<file path="src/rtl/elevator_pkg.sv">
// Shared floor/state types and floor-index helpers for the elevator call front end.
package elevator_pkg;

    localparam int unsigned NUM_FLOORS = 8;
    localparam int unsigned FLOOR_W    = 4;

    typedef logic [FLOOR_W-1:0]    floor_t;
    typedef logic [NUM_FLOORS-1:0] floor_mask_t;

    typedef enum logic [1:0] {
        IDLE,
        DISPATCH,
        TRAVEL,
        DWELL
    } sched_state_t;

    // Button/pending bit i corresponds to floor i+1.
    function automatic floor_t idx_to_floor(input int unsigned idx);
        return FLOOR_W'(idx + 1);
    endfunction

    function automatic floor_mask_t floor_to_mask(input floor_t f);
        floor_mask_t m;
        m = '0;
        for (int unsigned i = 0; i < NUM_FLOORS; i++) begin
            m[i] = (f == idx_to_floor(i));
        end
        return m;
    endfunction

endpackage

</file>
<file path="src/rtl/floor_request_scheduler_scan_select.sv">
// SCAN target picker: nearest pending floor in the current direction, else reverse.
module scan_select
    import elevator_pkg::*;
(
    input  floor_mask_t i_pending,
    input  floor_t      i_current_floor,
    input  logic        i_dir_up,
    output logic        o_found,
    output floor_t      o_target,
    output logic        o_new_dir,
    output logic        o_at_floor
);

    logic   w_found_up;
    logic   w_found_dn;
    floor_t w_up;
    floor_t w_dn;

    // Lowest pending floor above the car and highest pending floor below it.
    always_comb begin
        w_found_up = 1'b0;
        w_found_dn = 1'b0;
        w_up       = '0;
        w_dn       = '0;
        for (int unsigned i = 0; i < NUM_FLOORS; i++) begin
            if (i_pending[i] && (idx_to_floor(i) > i_current_floor) && !w_found_up) begin
                w_up       = idx_to_floor(i);
                w_found_up = 1'b1;
            end
            if (i_pending[i] && (idx_to_floor(i) < i_current_floor)) begin
                w_dn       = idx_to_floor(i);
                w_found_dn = 1'b1;
            end
        end
    end

    always_comb begin
        o_found    = 1'b0;
        o_target   = '0;
        o_new_dir  = i_dir_up;
        o_at_floor = |(i_pending & floor_to_mask(i_current_floor));
        if (i_dir_up) begin
            if (w_found_up) begin
                o_found  = 1'b1;
                o_target = w_up;
            end else if (w_found_dn) begin
                o_found   = 1'b1;
                o_target  = w_dn;
                o_new_dir = 1'b0;
            end
        end else begin
            if (w_found_dn) begin
                o_found  = 1'b1;
                o_target = w_dn;
            end else if (w_found_up) begin
                o_found   = 1'b1;
                o_target  = w_up;
                o_new_dir = 1'b1;
            end
        end
    end

endmodule

</file>
<file path="src/rtl/floor_request_scheduler.sv">
// Call-button front end: latches presses, orders them SCAN-style and drives the
// car controller's requested_floor, retiring each request on arrival.
module floor_request_scheduler
    import elevator_pkg::*;
#(
    parameter int unsigned DWELL_CYCLES = 10
) (
    input  logic                  clk,
    input  logic                  rst_n,
    input  logic [NUM_FLOORS-1:0] call_buttons,
    input  logic [FLOOR_W-1:0]    current_floor,
    input  logic                  car_idle,
    output logic [FLOOR_W-1:0]    requested_floor,
    output logic [NUM_FLOORS-1:0] pending,
    output logic                  dir_up,
    output logic                  busy
);

    localparam int unsigned CNT_W = (DWELL_CYCLES > 1) ? $clog2(DWELL_CYCLES) : 1;

    sched_state_t r_state;
    floor_mask_t  r_btn_prev;
    logic         r_armed;
    floor_mask_t  r_pending;
    floor_t       r_requested_floor;
    logic         r_dir_up;
    logic         r_busy;
    logic [CNT_W-1:0] r_dwell_cnt;

    floor_mask_t w_rise;
    floor_mask_t w_clear;
    logic        w_arrive;
    logic        w_retarget;
    logic        w_found;
    floor_t      w_target;
    logic        w_new_dir;
    logic        w_at_floor;

    scan_select u_scan_select (
        .i_pending       (r_pending),
        .i_current_floor (current_floor),
        .i_dir_up        (r_dir_up),
        .o_found         (w_found),
        .o_target        (w_target),
        .o_new_dir       (w_new_dir),
        .o_at_floor      (w_at_floor)
    );

    // History is meaningless on the first cycle out of reset, so buttons already
    // held then must wait for a fresh rising edge.
    assign w_rise   = r_armed ? (call_buttons & ~r_btn_prev) : '0;
    assign w_arrive = (r_state == TRAVEL) && (current_floor == r_requested_floor) && car_idle;

    // Only a pending floor strictly between the car and its target, ahead of it, retargets.
    assign w_retarget = (r_state == TRAVEL) && !w_arrive && w_found && (w_new_dir == r_dir_up) &&
                        (r_dir_up ? (w_target < r_requested_floor)
                                  : (w_target > r_requested_floor));

    // Retired floor; also masks a same-cycle press for that floor.
    always_comb begin
        w_clear = '0;
        if ((r_state == DISPATCH) && w_at_floor) begin
            w_clear = floor_to_mask(current_floor);
        end else if (w_arrive) begin
            w_clear = floor_to_mask(r_requested_floor);
        end
    end

    always_ff @(posedge clk or posedge rst_n) begin
        if (rst_n) begin
            r_state           <= IDLE;
            r_btn_prev        <= '0;
            r_armed           <= 1'b0;
            r_pending         <= '0;
            r_requested_floor <= '0;
            r_dir_up          <= 1'b1;
            r_busy            <= 1'b0;
            r_dwell_cnt       <= '0;
        end else begin
            r_btn_prev <= call_buttons;
            r_armed    <= 1'b1;
            r_pending  <= (r_pending | w_rise) & ~w_clear;
            case (r_state)
                IDLE: begin
                    if (|r_pending) begin
                        r_state <= DISPATCH;
                        r_busy  <= 1'b1;
                    end
                end
                DISPATCH: begin
                    if (w_at_floor) begin
                        r_state     <= DWELL;
                        r_dwell_cnt <= '0;
                    end else if (w_found) begin
                        r_requested_floor <= w_target;
                        r_dir_up          <= w_new_dir;
                        r_state           <= TRAVEL;
                    end else begin
                        r_state <= IDLE;
                        r_busy  <= 1'b0;
                    end
                end
                TRAVEL: begin
                    if (w_arrive) begin
                        r_state     <= DWELL;
                        r_dwell_cnt <= '0;
                    end else if (w_retarget) begin
                        r_requested_floor <= w_target;
                    end
                end
                DWELL: begin
                    if (r_dwell_cnt == CNT_W'(DWELL_CYCLES - 1)) begin
                        r_dwell_cnt <= '0;
                        if (|r_pending) begin
                            r_state <= DISPATCH;
                        end else begin
                            r_state <= IDLE;
                            r_busy  <= 1'b0;
                        end
                    end else begin
                        r_dwell_cnt <= r_dwell_cnt + CNT_W'(1);
                    end
                end
                default: begin
                    r_state <= IDLE;
                    r_busy  <= 1'b0;
                end
            endcase
        end
    end

    assign requested_floor = r_requested_floor;
    assign pending         = r_pending;
    assign dir_up          = r_dir_up;
    assign busy            = r_busy;

endmodule

</file>
<file path="config.mk">
export PLATFORM = sky130hd
export DESIGN_NAME = floor_request_scheduler
export DESIGN_NICKNAME = d
export VERILOG_FILES = /design/src/rtl/elevator_pkg.sv /design/src/rtl/floor_request_scheduler_scan_select.sv /design/src/rtl/floor_request_scheduler.sv
export SDC_FILE = /design/constraint.sdc
export NUM_CORES = 1
export LEC_CHECK = 0
export ABC_AREA = 1
export CAP_MARGIN = 20
export CORE_UTILIZATION = 55
export DETAILED_ROUTE_END_ITERATION = 10
export GPL_TIMING_DRIVEN = 0
export PLACE_DENSITY = 0.91
export SETUP_SLACK_MARGIN = 0.5
export SLEW_MARGIN = 20
export SYNTH_ARGS = -nofsm -noshare
export SYNTH_HDL_FRONTEND = slang
export SYNTH_SLANG_ARGS = --single-unit
</file>
<file path="constraint.sdc">
create_clock -name clk -period 2.7 [get_ports clk]
set_input_delay 0.54 -clock clk [delete_from_list [all_inputs] [get_ports clk]]
set_output_delay 0.54 -clock clk [all_outputs]
set_load 0.005 [all_outputs]
</file>
; ---- Yosys cells after proc, flatten, opt, wreduce, memory -nomap -nowiden
; Index checks and enable logic that the tools add are counted.
[word_totals]
regBits = 29
elab_cells = 187
[op_classes]
n_mux = 72
magnitude_cmp = 18
eq_ne = 32
bitwise_logic = 7
add_sub_neg = 1
reduce_logical = 49
[op_table]
columns = op, n
row1 = $mux W4, 14
row2 = $mux W1, 34
row3 = $eq A4 B3 Y1 const B, 8
row4 = $logic_and A1 B1 Y1, 30
row5 = $and A8 B8 Y8, 3
row6 = $mux W3, 8
row7 = $mux W8, 3
row8 = $ne A2 B2 Y1 const B, 10
row9 = $mux W2, 9
row10 = $eq A4 B2 Y1 const B, 4
row11 = $gt A3 B4 Y1 const A, 4
row12 = $lt A3 B4 Y1 const A, 4
row13 = $not A8 Y8, 2
row14 = $reduce_or A8 Y1, 2
row15 = $eq A4 B4 Y1 const B, 3
row16 = $pmux W4 S3, 1
row17 = $reduce_and A3 Y1, 3
row18 = $eq A4 B1 Y1 const B, 2
row19 = $gt A2 B4 Y1 const A, 2
row20 = $logic_not A1 Y1, 8
row21 = $lt A2 B4 Y1 const A, 2
row22 = $or A8 B8 Y8, 1
row23 = $pmux W2 S4, 1
row24 = $pmux W4 S2, 1
row25 = 18 further kinds, 20

; ---- Logic depth before layout (Yosys ltp)
; Gate-level depths: netlist (run 1).
[logic_depth]
depth_word = 33
mapped_depth = 24
mapped_depth_nobuf = 23

; ---- Hierarchy
; Synthesis (run 1) repeated with hierarchy kept, for this count alone.
[hier_totals]
cells_unflattened = 315
area_unflattened_um2 = 2160.8
[modules_own_cells]
columns = module, n_inst, cells_each, area_each_um2, seq_area_each_um2
row1 = floor_request_scheduler, 1, 207, 1624.1, 726.9
row2 = scan_select, 1, 108, 536.8, 0.0

; ---- Worst setup path after synthesis (run 1)
; OpenSTA, ideal clock, no wires.
[synth_path]
kind = in2reg
start = input port current_floor[3]
end = register r_requested_floor[1], in the netlist requested_floor[1]
setup_time_ns = 0.117
slack_ns = 0.045
stages = 20
arrival_time_ns = 2.538
cell_sequence = buf_4 > nor2_4 > a21oi_1 > nor2_2 > nand2_1 > nor2_1 > nand2_1 > nand2_1 > nand2_1 > ha_1 > a21oi_1 > o21ai_0 > nand2_1 > nand3_1 > nor2_1 > nand2_1 > nand2_2 > nand2_4 > nand2_1 > nand2_1
[synth_via]
elab_chain_len = 32
elab_cells_between_ends = 124
cone_classes = 18 x order compare / 14 x eq/ne / 52 x mux / 1 x bitwise / 39 x reduce/logical
[synth_rtl]
columns = item, line_no
row1 = "start, declared", floor_request_scheduler.sv:11  ; input logic [FLOOR_W-1:0] current_floor,
row2 = $gt A1 B4 Y1, floor_request_scheduler_scan_select.sv:26  ; if (i_pending[i] && (idx_to_floor(i) > i_current_floor) && !w_found_up) begin
row3 = $logic_and A1 B1 Y1, floor_request_scheduler_scan_select.sv:26
row4 = $mux W1, floor_request_scheduler_scan_select.sv:26
row5 = $logic_not A1 Y1, floor_request_scheduler_scan_select.sv:26
row6 = $logic_and A1 B1 Y1, floor_request_scheduler_scan_select.sv:26
row7 = $mux W1, floor_request_scheduler_scan_select.sv:26
row8 = $logic_not A1 Y1, floor_request_scheduler_scan_select.sv:26
row9 = $logic_and A1 B1 Y1, floor_request_scheduler_scan_select.sv:26
row10 = (+17 left out), -
row11 = $mux W4, floor_request_scheduler_scan_select.sv:52  ; if (w_found_dn) begin
row12 = $mux W4 (*), floor_request_scheduler_scan_select.sv:42  ; if (i_dir_up) begin
row13 = named net u_scan_select.o_target[3], floor_request_scheduler_scan_select.sv:9  ; output floor_t o_target,
row14 = $gt A4 B4 Y1 / $lt A4 B4 Y1 (equally long branches), "floor_request_scheduler.sv:57, floor_request_scheduler.sv:56"
row15 = $mux W1 (*), floor_request_scheduler.sv:56  ; (r_dir_up ? (w_target < r_requested_floor)
row16 = $logic_and A1 B1 Y1 (*), floor_request_scheduler.sv:55  ; assign w_retarget = (r_state == TRAVEL) && !w_arrive && w_found && (w_new_dir == r_dir_up) &&
row17 = $ne A2 B2 Y1 (no line) (*), -
row18 = $reduce_and A5 Y1 (no line) (*), -
row19 = "end signal, assigned", floor_request_scheduler.sv:95  ; r_requested_floor <= w_target;
row20 = "end signal, assigned", floor_request_scheduler.sv:108  ; r_requested_floor <= w_target;
row21 = "end, declared", floor_request_scheduler.sv:25  ; floor_t r_requested_floor;
; Mark *: on every way through the listed nets, which the timed path passes. The rest lies on a longest branch. The select of a mux whose other input is x is not followed.
; A chain may end at the register's enable or synchronous reset.

; ---- Worst setup path in the final report (run 1)
; Ends and elaborated chain as after synthesis.

==> run metrics, run 1 <==
LEAKAGE ~1.4 nW; worst hold endpoint pending[3]; DRT Wirelength between 6000 and 7000 um; Clock Latency Late Sink about 0.28 ns; period utilisation layout 0.9581; final setup violation count 0; Placed Cells 370; Initial Util 0.5742; flops & latches, synth 29; Die Ht around 64 um; Mapped Nets between 300 and 400; DIE WIDTH 63.82 um; FP Rows 22; gr usage total 0.3119; Setup WS post-layout approximately 0.11 ns; clk sinks 29; WHS Path Cells 3; final std cells w/o fill 401; area of the multi-input gates ~0.0015 mm^2; mapped cell area roughly 0.0021 mm^2; initial antenna violation count 0; syn avg cell area about 7 um^2; first-pass GRT wire length a little under 10000 um; Final Critical Period between 2 and 3 ns; Final #Nets 373; Area Growth Syn to Fin 42.20%; Hold Path Class flop to flop; RR Endpoint requested_floor[1]; Startpoint Class input pin; cell count after synthesis between 200 and 300; reg-to-reg setup timing slack around 0.17 ns; largest net degree at the start of global routing 30; 1st-pass router iterations 5; top cells by count, synth 70 x nand2_1, 43 x inv_1, 29 x nor2_1; Worst Path Required between 2 and 3 ns; final hold vios 0; CTS Hold Buffers Added 0; IO Port Bufs 27; via count 2367; ys async rst share 1.000; Worst VDD drop ~580 uV; DRC 0; RSZ-0062 raised after global routing yes; Main synth FF type dfrtp_1; Final Slew Violations 0; Hold Startpoint r_btn_prev[3]; dpl hpwl roughly 4000 um; Clock Tree Buf Depth 2; vias per std cell approximately 5.9; TritonCTS Buffers 5; CTS Root Cell clkbuf_8; diodes inserted 0; Slew HR 0.6163; fmax ~390 MHz; sequential share of the synthesized area 0.3458; GRT Residual Overflow 0; Slew @ Worst Pin about 0.57 ns; status finished clean; max cap viols 0; core area 0.003661 mm^2; WL/cell ~16 um; DP Worst Slack -0.7806 ns; number of enable flip-flop cells after synthesis 0; WP data arrival roughly 2.8 ns; TNS Setup 0 ns; PD cells 796.8 mW/mm^2; remaining antenna violation count after routing 0; routability cong. just over 0.9; CTS tree built; reg2reg path depth 20; most common cell in the netlist nand2_1; Filler Cells Inserted roughly 230; worst-path fanout max 8; top cell type's share of synthesized area 0.3333; # H-tree levels 2; die area just over 0.004 mm^2; dominant cells by area after synthesis dfrtp_1 33%, nand2_1 13%, inv_1 7.7%; I/O Pins 29; 1st-iter DRT viols ~200; clk slew on worst S/H paths about 0.07 ns; number of synthesis warnings 0; Setup Crit Path Kind input pin to flop; Yosys top cell by area dfrtp_1; final hold slack 0.5336 ns; fraction of layout cells with a size suffix above 1 0.3088; vias in the first global route 2198; Reg2Reg Launch Point pending[4]; Sequential Area roughly 730 um^2; Yosys cell types 37; Crit. End Element flop; clk_skew around 0.011 ns
==> sequential cells by signal (all words and copies together), names as in the netlist, named ones only <==
signal,flops
pending,8
r_btn_prev,8
r_dwell_cnt,4
requested_floor,4
busy,1
dir_up,1
r_armed,1
r_state,1
==> area by class of cell <==
cell class / count / area share
flip-flops and latches: 29 / 0.2440
clock buffers: 6 / 0.02428
inverters: 46 / 0.05860
well taps: 48 / 0.02009
multi-input cells: 217 / 0.4864
repair buffers: 50 / 0.1532
plain buffers: 3 / 0.01005
clock inverters: 2 / 0.003349
==> layout by cell type, fill, tap and decap left out, types with 3 or more instances in the layout <==
cell and count:
nor3b_1 6, nand2_4 8, nor2_1 23, nor2_2 3
nand3_4 5, nand2_1 54, clkdlybuf4s50_1 24, inv_2 7
nand4_1 12, clkbuf_8 5, o22ai_1 4, nand3_2 5
dfrtp_1 26, nand2_2 19, inv_1 38, o21ai_0 13
buf_4 21, nor2_4 8, ha_4 4, buf_6 4
a21oi_1 9, o21ai_2 3, nand3_1 16
==> power by group <==
group	leakage (nW)	switching, mW	internal (mW)
logic	1.05	0.765	0.584
clock network	0.0450	0.163	0.178
registers	0.326	0.146	0.547
==> worst max-delay path by stage <==
stage / from / endpoint / cells past startpoint
2_1_floorplan: current_floor[3] / requested_floor[1] / 19
3_3_place_gp: current_floor[1] / requested_floor[1] / 22
3_5_place_dp: current_floor[1] / requested_floor[1] / 22
4_1_cts: current_floor[0] / requested_floor[1] / 22
5_1_grt: current_floor[3] / requested_floor[1] / 22
6_report: current_floor[3] / requested_floor[1] / 20
==> what timing repair did <==
action                                  CTS  global route
endpoints found under the setup margin    6             4
gates resized for setup                  45            34
pin swaps                                20            25
setup buffers                            18             5
==> critical path, cell delays in order <==
cell and delay [ns]:
buf_12 0.12, nor2_4 0.26, buf_6 0.17, nand3_4 0.07, nand3_4 0.14, nor3_4 0.06
nand3_1 0.10, nand2_1 0.05, nand2_1 0.07, nand2_2 0.08, ha_4 0.31, nand2_2 0.06
o21ai_2 0.15, a21oi_1 0.08, nor2_1 0.10, nand2_1 0.07, nand2_2 0.11, nand2_4 0.08
nand2_2 0.07, nand2_2 0.05
==> per-stage QoR <==
| stage | util | power [mW] | area, um^2 |
|---|---|---|---|
| CTS | 0.7686 | 2.194 | 2814 |
| floorplan | - | 1.387 | 2161 |
| global route | 0.8165 | 2.569 | 2989 |
| global placement | 0.6805 | 1.690 | 2491 |
| detailed placement | 0.6805 | 1.722 | 2491 |
| finish | 0.8165 | 2.382 | 2989 |
==> routing by layer <==
metal	part of all wire	vias to the layer above	wire, um	track usage
met1	0.40	1122	2522	0.3890
li1	-	1085	-	-
met4	0.027	0	172	0.1563
met3	0.084	25	525	0.06786
met5	0	-	0	0
met2	0.49	135	3054	0.5066
==> cell families after synthesis <==
| logic type | Yosys count | synth area share |
|---|---|---|
| AND/OR/NAND/NOR | 164 | 0.3917 |
| AO/OA/AOI/OAI | 44 | 0.1262 |
| buffers and inverters | 49 | 0.09048 |
| adder cells (fa/ha/maj) | 6 | 0.03571 |
| other | 1 | 0.001784 |
| flip-flops | 29 | 0.3458 |
| XOR/XNOR | 2 | 0.008335 |
Power figures use the tool's default switching activity.
==> run 2, diff against run 1 <==
--- a/config.mk
+++ b/config.mk
@@ -7,11 +7,13 @@
 export LEC_CHECK = 0
 export ABC_AREA = 1
 export CAP_MARGIN = 20
+export CORE_ASPECT_RATIO = 1.2
 export CORE_UTILIZATION = 55
 export DETAILED_ROUTE_END_ITERATION = 10
 export GPL_TIMING_DRIVEN = 0
 export PLACE_DENSITY = 0.91
 export SETUP_SLACK_MARGIN = 0.5
+export SKIP_CTS_REPAIR_TIMING = 1
 export SLEW_MARGIN = 20
 export SYNTH_ARGS = -nofsm -noshare
 export SYNTH_HDL_FRONTEND = slang
==> run metrics, run 2 (synthesis gave the netlist of run 1 again) <==
1st-pass router iterations 11 (+6); final setup violation count 0 (unchanged); clk slew on worst S/H paths 0.07 ns (about the same); most common cell after layout, fill and taps aside nand2_1; LEAKAGE 1.368 nW (-4.0%); remaining antenna violation count after routing 0 (unchanged); Setup Crit Path Kind input pin to flop; Util after Layout 0.7972 (-0.01930); failing checks DRC; Hold Startpoint busy; Startpoint Class input pin; Critical Path Max Stage Delay 0.21 ns (-0.10 ns); met3 usage 0.04851 (-0.01935); IO Port Bufs 27 (unchanged); Slew @ Worst Pin 0.5772 ns (+0.002509 ns); vias per std cell 6.043 (+2.4%); status finished with violations; DRT Wirelength 6513 um (+3.8%); core area 0.003633 mm^2 (-0.75%); global route hottest layer met2; max cap viols 0 (unchanged); 1st-iter DRT viols 249 (+26%); initial antenna violation count 0 (unchanged); Slew HR 0.6146 (-0.001675); clk sinks 29 (unchanged); TritonCTS Buffers 5 (unchanged); # H-tree levels 2 (unchanged); first-pass GRT wire length 9535 um (-2.1%); worst hold endpoint busy; clk_skew 0.006888 ns (-0.003693 ns); fraction of layout cells with a size suffix above 1 0.2727 (-0.03605); RSZ-0062 raised after global routing yes; Final Slew Violations 0 (unchanged); Top Family by Delay on Critical Path simple AND/OR/NAND/NOR gates; FP Rows 24 (+9.1%); GR met1 Demand/Resource 0.3626 (-0.02638); reg-to-reg setup timing slack 0.14 ns (-0.03 ns); Die Ht 69.72 um (+9.2%); Worst path slowest cell nor2_4; commonest non-fill, non-tap cells in the layout 56 x nand2_1, 40 x inv_1, 27 x dfrtp_1, 24 x clkdlybuf4s50_1, 23 x nor2_1; DIE WIDTH 58.44 um (-8.4%); GRT Residual Overflow 0 (unchanged); fmax 386.0 MHz (-0.14%); WP data arrival 2.76 ns (about the same); Crit. End Element flop; worst path cell trace buf_12, nor2_4, buf_6, nand3_4, nand3_4, inv_1, nand4_1, nand3_2, nand2_1, nand2_2, inv_1, ha_1, inv_1, a21oi_2, o21ai_2, nand2_1, nand3_1, nor2_1, nand2_1, nand2_2, nand2_4, nand2_1, nand2_1; M2 GR Usage 0.5057 (-0.0009018); Buf/Inv on CP 5 (+3); Final Critical Period 2.590 ns (+0.003637 ns); Clock Latency Late Sink 0.28 ns (about the same); DRC 1 (+1); die area 0.004074 mm^2 (about the same); Initial Util 0.5785 (+0.004350); WHS Path Cells 2 (-1); gr usage total 0.3043 (-0.007546); reg2reg path depth 20 (unchanged); Placed Cells 374 (+1.1%); Hold Path Class flop to flop; Area Growth Syn to Fin 37.80%; Worst Path Required 2.87 ns (about the same); Clock Tree Buf Depth 2 (unchanged); Final #Nets 361 (-3.2%); PD cells 793.4 mW/mm^2 (-0.43%); via count 2375 (+0.34%); vias in the first global route 2217 (+0.86%); period utilisation layout 0.9594 (+0.001347); dpl hpwl 4252 um (+7.5%); routability cong. 0.9736 (+4.7%); CTS tree built; Reg2Reg Launch Point pending[4]; Worst path most repeated cell nand2_1; WL/cell 16.57 um (+5.9%); CTS Root Cell clkbuf_8; largest net degree at the start of global routing 30 (unchanged); worst-path fanout max 7 (-1); RR Endpoint requested_floor[1]; Worst VDD drop 687.0 uV (+18%); I/O Pins 29 (unchanged); final std cells w/o fill 393 (-2.0%); final hold vios 0 (unchanged); diodes inserted 0 (unchanged)
-- run 2: cell type report --
cell class	count	area (um^2)
Timing Repair Buffer	38	372.9
Multi-Input combinational cell	217	1431
Buffer	3	30.03
Fill cell	231	737.0
Tap cell	52	65.06
Sequential cell	29	728.2
Clock buffer	5	68.82
Clock inverter	3	17.52
Inverter	46	182.7
-- run 2: how the worst max path moves through the flow --
stage | start | endpoint | cells after the start
detailed placement | current_floor[1] | requested_floor[1] | 22
finish | current_floor[2] | requested_floor[1] | 23
global route | current_floor[1] | requested_floor[1] | 21
floorplan | current_floor[3] | requested_floor[1] | 19
global placement | current_floor[1] | requested_floor[1] | 22
CTS | current_floor[1] | requested_floor[1] | 22
-- run 2: routing by layer --
metal  part of all wire  wire (um)
met5                  0          0
met4              0.044        284
met1               0.36       2331
met3              0.076        494
met2               0.52       3403
-- run 2: worst register-to-register path: stages (launching register included) --
cell	delay, ns
dfrtp_1	0.43
inv_1	0.13
nor2_2	0.08
nand2_4	0.07
nand2_4	0.07
nor3_4	0.26
nand3_2	0.11
nand2_1	0.08
nand2_1	0.06
nand2_2	0.10
ha_4	0.22
a21oi_2	0.13
o21ai_2	0.07
nand2_1	0.06
nand3_1	0.07
nor2_1	0.11
nand2_1	0.07
nand2_2	0.12
nand2_4	0.08
nand2_1	0.07
nand2_1	0.06
-- run 2: power breakdown --
group	switching (mW)	internal (mW)	leakage (nW)	total, mW
Combinational	0.748	0.518	0.998	1.27
Sequential	0.141	0.546	0.326	0.687
Clock	0.167	0.177	0.0439	0.345
-- run 2: metrics by stage --
stage | setup slack (ns) | hold slack (ns) | TNS, ns | power (mW) | area (um^2)
CTS | -0.5206 | 0.4958 | -2.035 | 2.095 | 2582
detailed placement | -0.7837 | 0.4811 | -3.072 | 1.738 | 2496
global placement | -0.7081 | 0.4851 | -2.816 | 1.691 | 2496
global route | -0.04969 | 0.5504 | -0.08496 | 2.460 | 2897
floorplan | 0.1121 | 0.4741 | 0 | 1.387 | 2161
finish | 0.1096 | 0.4911 | 0 | 2.298 | 2897
==> patch 1: new RTL, config.mk and constraints of run 2 <==
The package constant `NUM_FLOORS` goes from 8 to 16.
--- a/src/rtl/elevator_pkg.sv
+++ b/src/rtl/elevator_pkg.sv
@@ -1,7 +1,7 @@
 // Shared floor/state types and floor-index helpers for the elevator call front end.
 package elevator_pkg;
 
-    localparam int unsigned NUM_FLOORS = 8;
+    localparam int unsigned NUM_FLOORS = 16;
     localparam int unsigned FLOOR_W    = 4;
 
     typedef logic [FLOOR_W-1:0]    floor_t;
Interface: changed (resized call_buttons and pending); port bits go from 29 to 45. The function was not compared with the original's and may differ.
==> patch 1 against run 2 <==
- the flow finishes with violations (setup timing)
- die area increased by 40%
- utilization grew 1.6 points
- sequential cell count increased by 16
- power is 43% higher
- register-to-register slack got worse by 0.79 ns
- non-clock buffer count rose by 30
- routed wire length up 57%
- synthesized area grew 41%
- fmax decreased by 24%
- final area is 42% higher
- setup slack lost 0.81 ns
- cell count is 46% higher
- synthesized cell count rose by 49%
- critical endpoint is now requested_floor[2]
- largest cell class unchanged
- largest power group unchanged
==> patch 1: results (changes against run 2) <==
* Dpl ws at -1.674 ns (-0.8903 ns)
* Worst hold path type: register to register
* Ant. Diodes at 0 (unchanged)
* Fraction of registers with async set/reset at 100.0% (unchanged)
* Prevailing post-synth register cell: dfrtp_1
* Vias per Instance at 6.115 (+1.2%)
* Share of cells above drive strength 1 at 20.90% (-6.4 points)
* DR pass1 iterations at 6 (-5)
* Setup violations, final at 4 (+4)
* Syn_nets at 467 (+48%)
* Slew headroom at 64.14% (+2.7 points)
* Top post-synthesis cells by area: dfrtp_1, nand2_1, nor2_1
* MaxCap Viol Count at 0 (unchanged)
* Synth top cells by count: nand2_1, nor2_1, inv_1
* Global-route wire length before repair at 15.01 mm (+57%)
* CP Max Fanout at 7 (unchanged)
* Post-detail-place hpwl at 7.626 mm (+79%)
* Post-synthesis mux area share at 0% (unchanged)
* Max VDD drop at 506.2 µV (-26%)
* Seq/Total Area, Yosys at 38.00% (+3.4 points)
* Worst Skew at 0.01313 ns (+0.006243 ns)
* Xor/xnor share of the synthesized area at 0% (-0.83 points)
* Routability cong. at 0.9836 (+1.0%)
* Yosys warnings at 0 (unchanged)
* Post-synth cell types at 33 (-11%)
* Num CTS Buffers at 5 (unchanged)
* Vias in the first global route at 3133 (+41%)
* Register clock-pin slew on the reported worst setup and hold paths at 0.09 ns (+0.02 ns)
* Compound-Gate Fraction of Synth Area at 14.09% (+1.5 points)
* Final WL at 10.24 mm (+57%)
* Port bufs at 43 (+59%)
* Initial antenna violation count at 0 (unchanged)
* Leakage at 1.976 nW (+44%)
* Adder-cell area share of the yosys netlist at 1.687% (-1.9 points)
* GRT Total Usage at 34.53% (+4.1 points)
* Clock tree buffer depth at 2 (unchanged)
* Latest clock arrival within the worst-skew pair at 0.31 ns (+0.03 ns)
* Crit path setup slack, layout at -0.6957 ns (-0.8052 ns)
* Largest net degree at the start of global routing at 25 (-17%)
* CTS root buf: clkbuf_8
* Status: finished, violations left
* Layout Nets at 538 (+49%)
* Failing checks: setup timing
* H-Tree Depth at 2 (unchanged)
* 1st-iter DRT viols at 387 (+55%)
patch 1: power breakdown:
group / switching, mW / internal (mW) / leakage, nW / total [mW]
Sequential: 0.195 / 0.820 / 0.497 / 1.01
Clock: 0.240 / 0.301 / 0.0574 / 0.541
Combinational: 0.997 / 0.738 / 1.42 / 1.73
Total: 1.43 / 1.86 / 1.98 / 3.29
patch 1: final cells by class:
class | count | area (µm²)
buffer | 7 | 67.56
clock inverter | 2 | 37.54
clock buffer | 6 | 82.58
timing repair buffer | 64 | 615.6
fill | 342 | 944.7
inverter | 77 | 306.5
sequential | 45 | 1130
tap | 60 | 75.07
multi-input combinational | 311 | 1785
patch 1: cell families after synthesis:
logic type,Yosys count
AND/OR/NAND/NOR,241
buffers and inverters,84
AO/OA/AOI/OAI,65
flip-flops,45
adder cells (fa/ha/maj),4
other,1
patch 1: worst max-delay path, cell delays in order:
cell and delay [ns]:
buf_8 0.09, buf_8 0.14, nor2_4 0.06, nand3_2 0.11
nand3_2 0.10, nor2_2 0.16, nand4_1 0.18, nor2_1 0.17
nand4_1 0.16, nor2_2 0.18, nand2_1 0.06, nand4_1 0.12
nand2_2 0.11, ha_4 0.28, inv_1 0.04, o21bai_2 0.16
a221oi_4 0.09, buf_4 0.15, a211oi_2 0.20, nand2_1 0.09
nand2_2 0.13, nand2_4 0.09, nand2_2 0.08, nand2_1 0.06
patch 1: path summary, 6_finish.rpt:
check / startpoint / cells past startpoint / to / slack (ns)
hold / removal: busy / 2 / busy / 0.51
setup reg to reg: pending[2] / 21 / requested_floor[2] / -0.65
hold reg to reg: busy / 2 / busy / 0.51
min in group asynchronous: rst_n / 2 / pending[13] / 0.59
setup / recovery: current_floor[1] / 24 / requested_floor[2] / -0.70
max in group asynchronous: rst_n / 3 / pending[12] / 1.61
patch 1: per-layer routing:
metal | up-vias | track usage (%) | part of all wire [%]
li1 | 1598 | - | -
met1 | 1642 | 42.13 | 39
met5 | - | 0 | 0
met2 | 214 | 59.13 | 49
met3 | 44 | 5.583 | 7.2
met4 | 0 | 19.18 | 4.7
patch 1: metrics by stage:
stage                     hold WS [ns]  total power [mW]  instances  instance area, µm²  setup TNS, ns
after floorplan                 0.4763             1.788        440                3032         -1.533
after global placement          0.4779             2.241        543                3537         -13.65
after detailed placement        0.4827             2.307        544                3565         -13.01
after CTS                       0.5062             2.850        552                3685         -5.995
after global routing            0.5200             3.470        572                4100         -3.440
final                           0.5085             3.290        572                4100         -2.717
==> patch 2: new RTL, flow settings as in run 2 <==
Made on the original files. The 4 states of `sched_state_t` get a one-hot encoding in 4 bits.
--- a/src/rtl/elevator_pkg.sv
+++ b/src/rtl/elevator_pkg.sv
@@ -7,11 +7,11 @@
     typedef logic [FLOOR_W-1:0]    floor_t;
     typedef logic [NUM_FLOORS-1:0] floor_mask_t;
 
-    typedef enum logic [1:0] {
-        IDLE,
-        DISPATCH,
-        TRAVEL,
-        DWELL
+    typedef enum logic [3:0] {
+        IDLE     = 4'b0001,
+        DISPATCH = 4'b0010,
+        TRAVEL   = 4'b0100,
+        DWELL    = 4'b1000
     } sched_state_t;
 
     // Button/pending bit i corresponds to floor i+1.
Behaviour: no difference found for any inputs over 10 cycles, from zero or initial values and one cycle with rst_n high; not proved beyond that.
==> patch 2 against run 2 <==
- the run ends with setup timing left
- synthesized area rose by 2.5%
- sequential cell count rose by 2
- sequential power rose by 2%
- global-route usage fell by 2.1 points
- routed wire length rose by 1.9%
- via count rose by 1.6%
- final area rose by 0.60%
- power fell by 7.9%
- combinational power fell by 20%
- setup slack got worse by 0.26 ns
- fmax fell by 9.3%
==> patch 2: results (changes against run 2) <==
* Reg2Reg Capture Point: requested_floor[2]
* Fraction of area in registers at 26.75% (+1.6 points)
* GRT Total Usage at 28.36% (-2.1 points)
* Post-synth cell types at 36 (-2.7%)
* Inverters at 47 (+2.2%)
* Compound-Gate Fraction of Synth Area at 10.39% (-2.2 points)
* Final WL at 6.639 mm (+1.9%)
* Met3 usage at 5.119% (+0.27 points)
* 1st-iter DRT viols at 293 (+18%)
* Post-detail-place hpwl at 3.961 mm (-6.8%)
* Crit-path slowest cell: ha_4
* Xor/xnor share of the synthesized area at 0.8130% (-0.020 points)
* Slew headroom at 50.81% (-11 points)
* Comb_multi_in at 226 (+4.1%)
* WL met1 at 2.437 mm (+4.5%)
* Setup violations, final at 4 (+4)
* R2r startpoint: pending[1]
* Crit path setup slack, layout at -0.1553 ns (-0.2648 ns)
* Hold_ws at 0.4850 ns (-0.006176 ns)
* DR pass1 iterations at 5 (-6)
* M1 GR Usage at 33.45% (-2.8 points)
* Clock-cell share at 3.435% (+0.45 points)
* Multi-input logic area at 1318 µm² (-8.0%)
* Status: finished, violations left
* Worst reg2reg setup slack at -0.07 ns (-0.21 ns)
* CP Max Fanout at 5 (-2)
* Max VDD drop at 471.5 µV (-31%)
* Failing checks: setup timing
* Path depth of the worst reg2reg path at 19 (-5.0%)
* Top post-synthesis cells by area: dfrtp_1, nand2_1, inv_1
* Share of cells above drive strength 1 at 25.00% (-2.3 points)
* Area of the core at 3694 µm² (+1.7%)
* Non-CTS buffers at 48 (+17%)
* Seq cells at 31 (+6.9%)
* DP Area at 2499 µm² (+0.10%)
* Largest net degree at the start of global routing at 32 (+6.7%)
* Synth top cells by count: nand2_1, inv_1, dfrtp_1
patch 2: changes by cell type after synthesis, moves of 3 or more:
cell	change
nand2_1	+17
nand4_1	-6
o21ai_0	-6
nand2_2	-3
nand3_1	+3
nor2_2	+3
nor3_1	+3
patch 2: through the flow:
step	instances	power, mW
2_1_floorplan	307	1.251
3_5_place_dp	386	1.544
3_3_place_gp	386	1.508
6_report	412	2.117
4_1_cts	394	1.955
5_1_grt	412	2.257
patch 2: power breakdown:
group	internal (mW)	switching (mW)	leakage, nW	total, mW
Clock	0.232	0.168	0.0515	0.400
Combinational	0.419	0.596	0.965	1.02
Sequential	0.576	0.126	0.357	0.702
Total	1.23	0.890	1.37	2.12
patch 2: logic make-up (layout without fill, tap and decap cells):
| family | after synthesis | in the layout |
|---|---|---|
| simple gates | 182 | 182 |
| buf+inv | 50 | 103 |
| compound gates | 37 | 37 |
| flops | 31 | 31 |
| fa+ha+maj | 4 | 4 |
| xor+xnor | 2 | 2 |
| other cells | 1 | 1 |
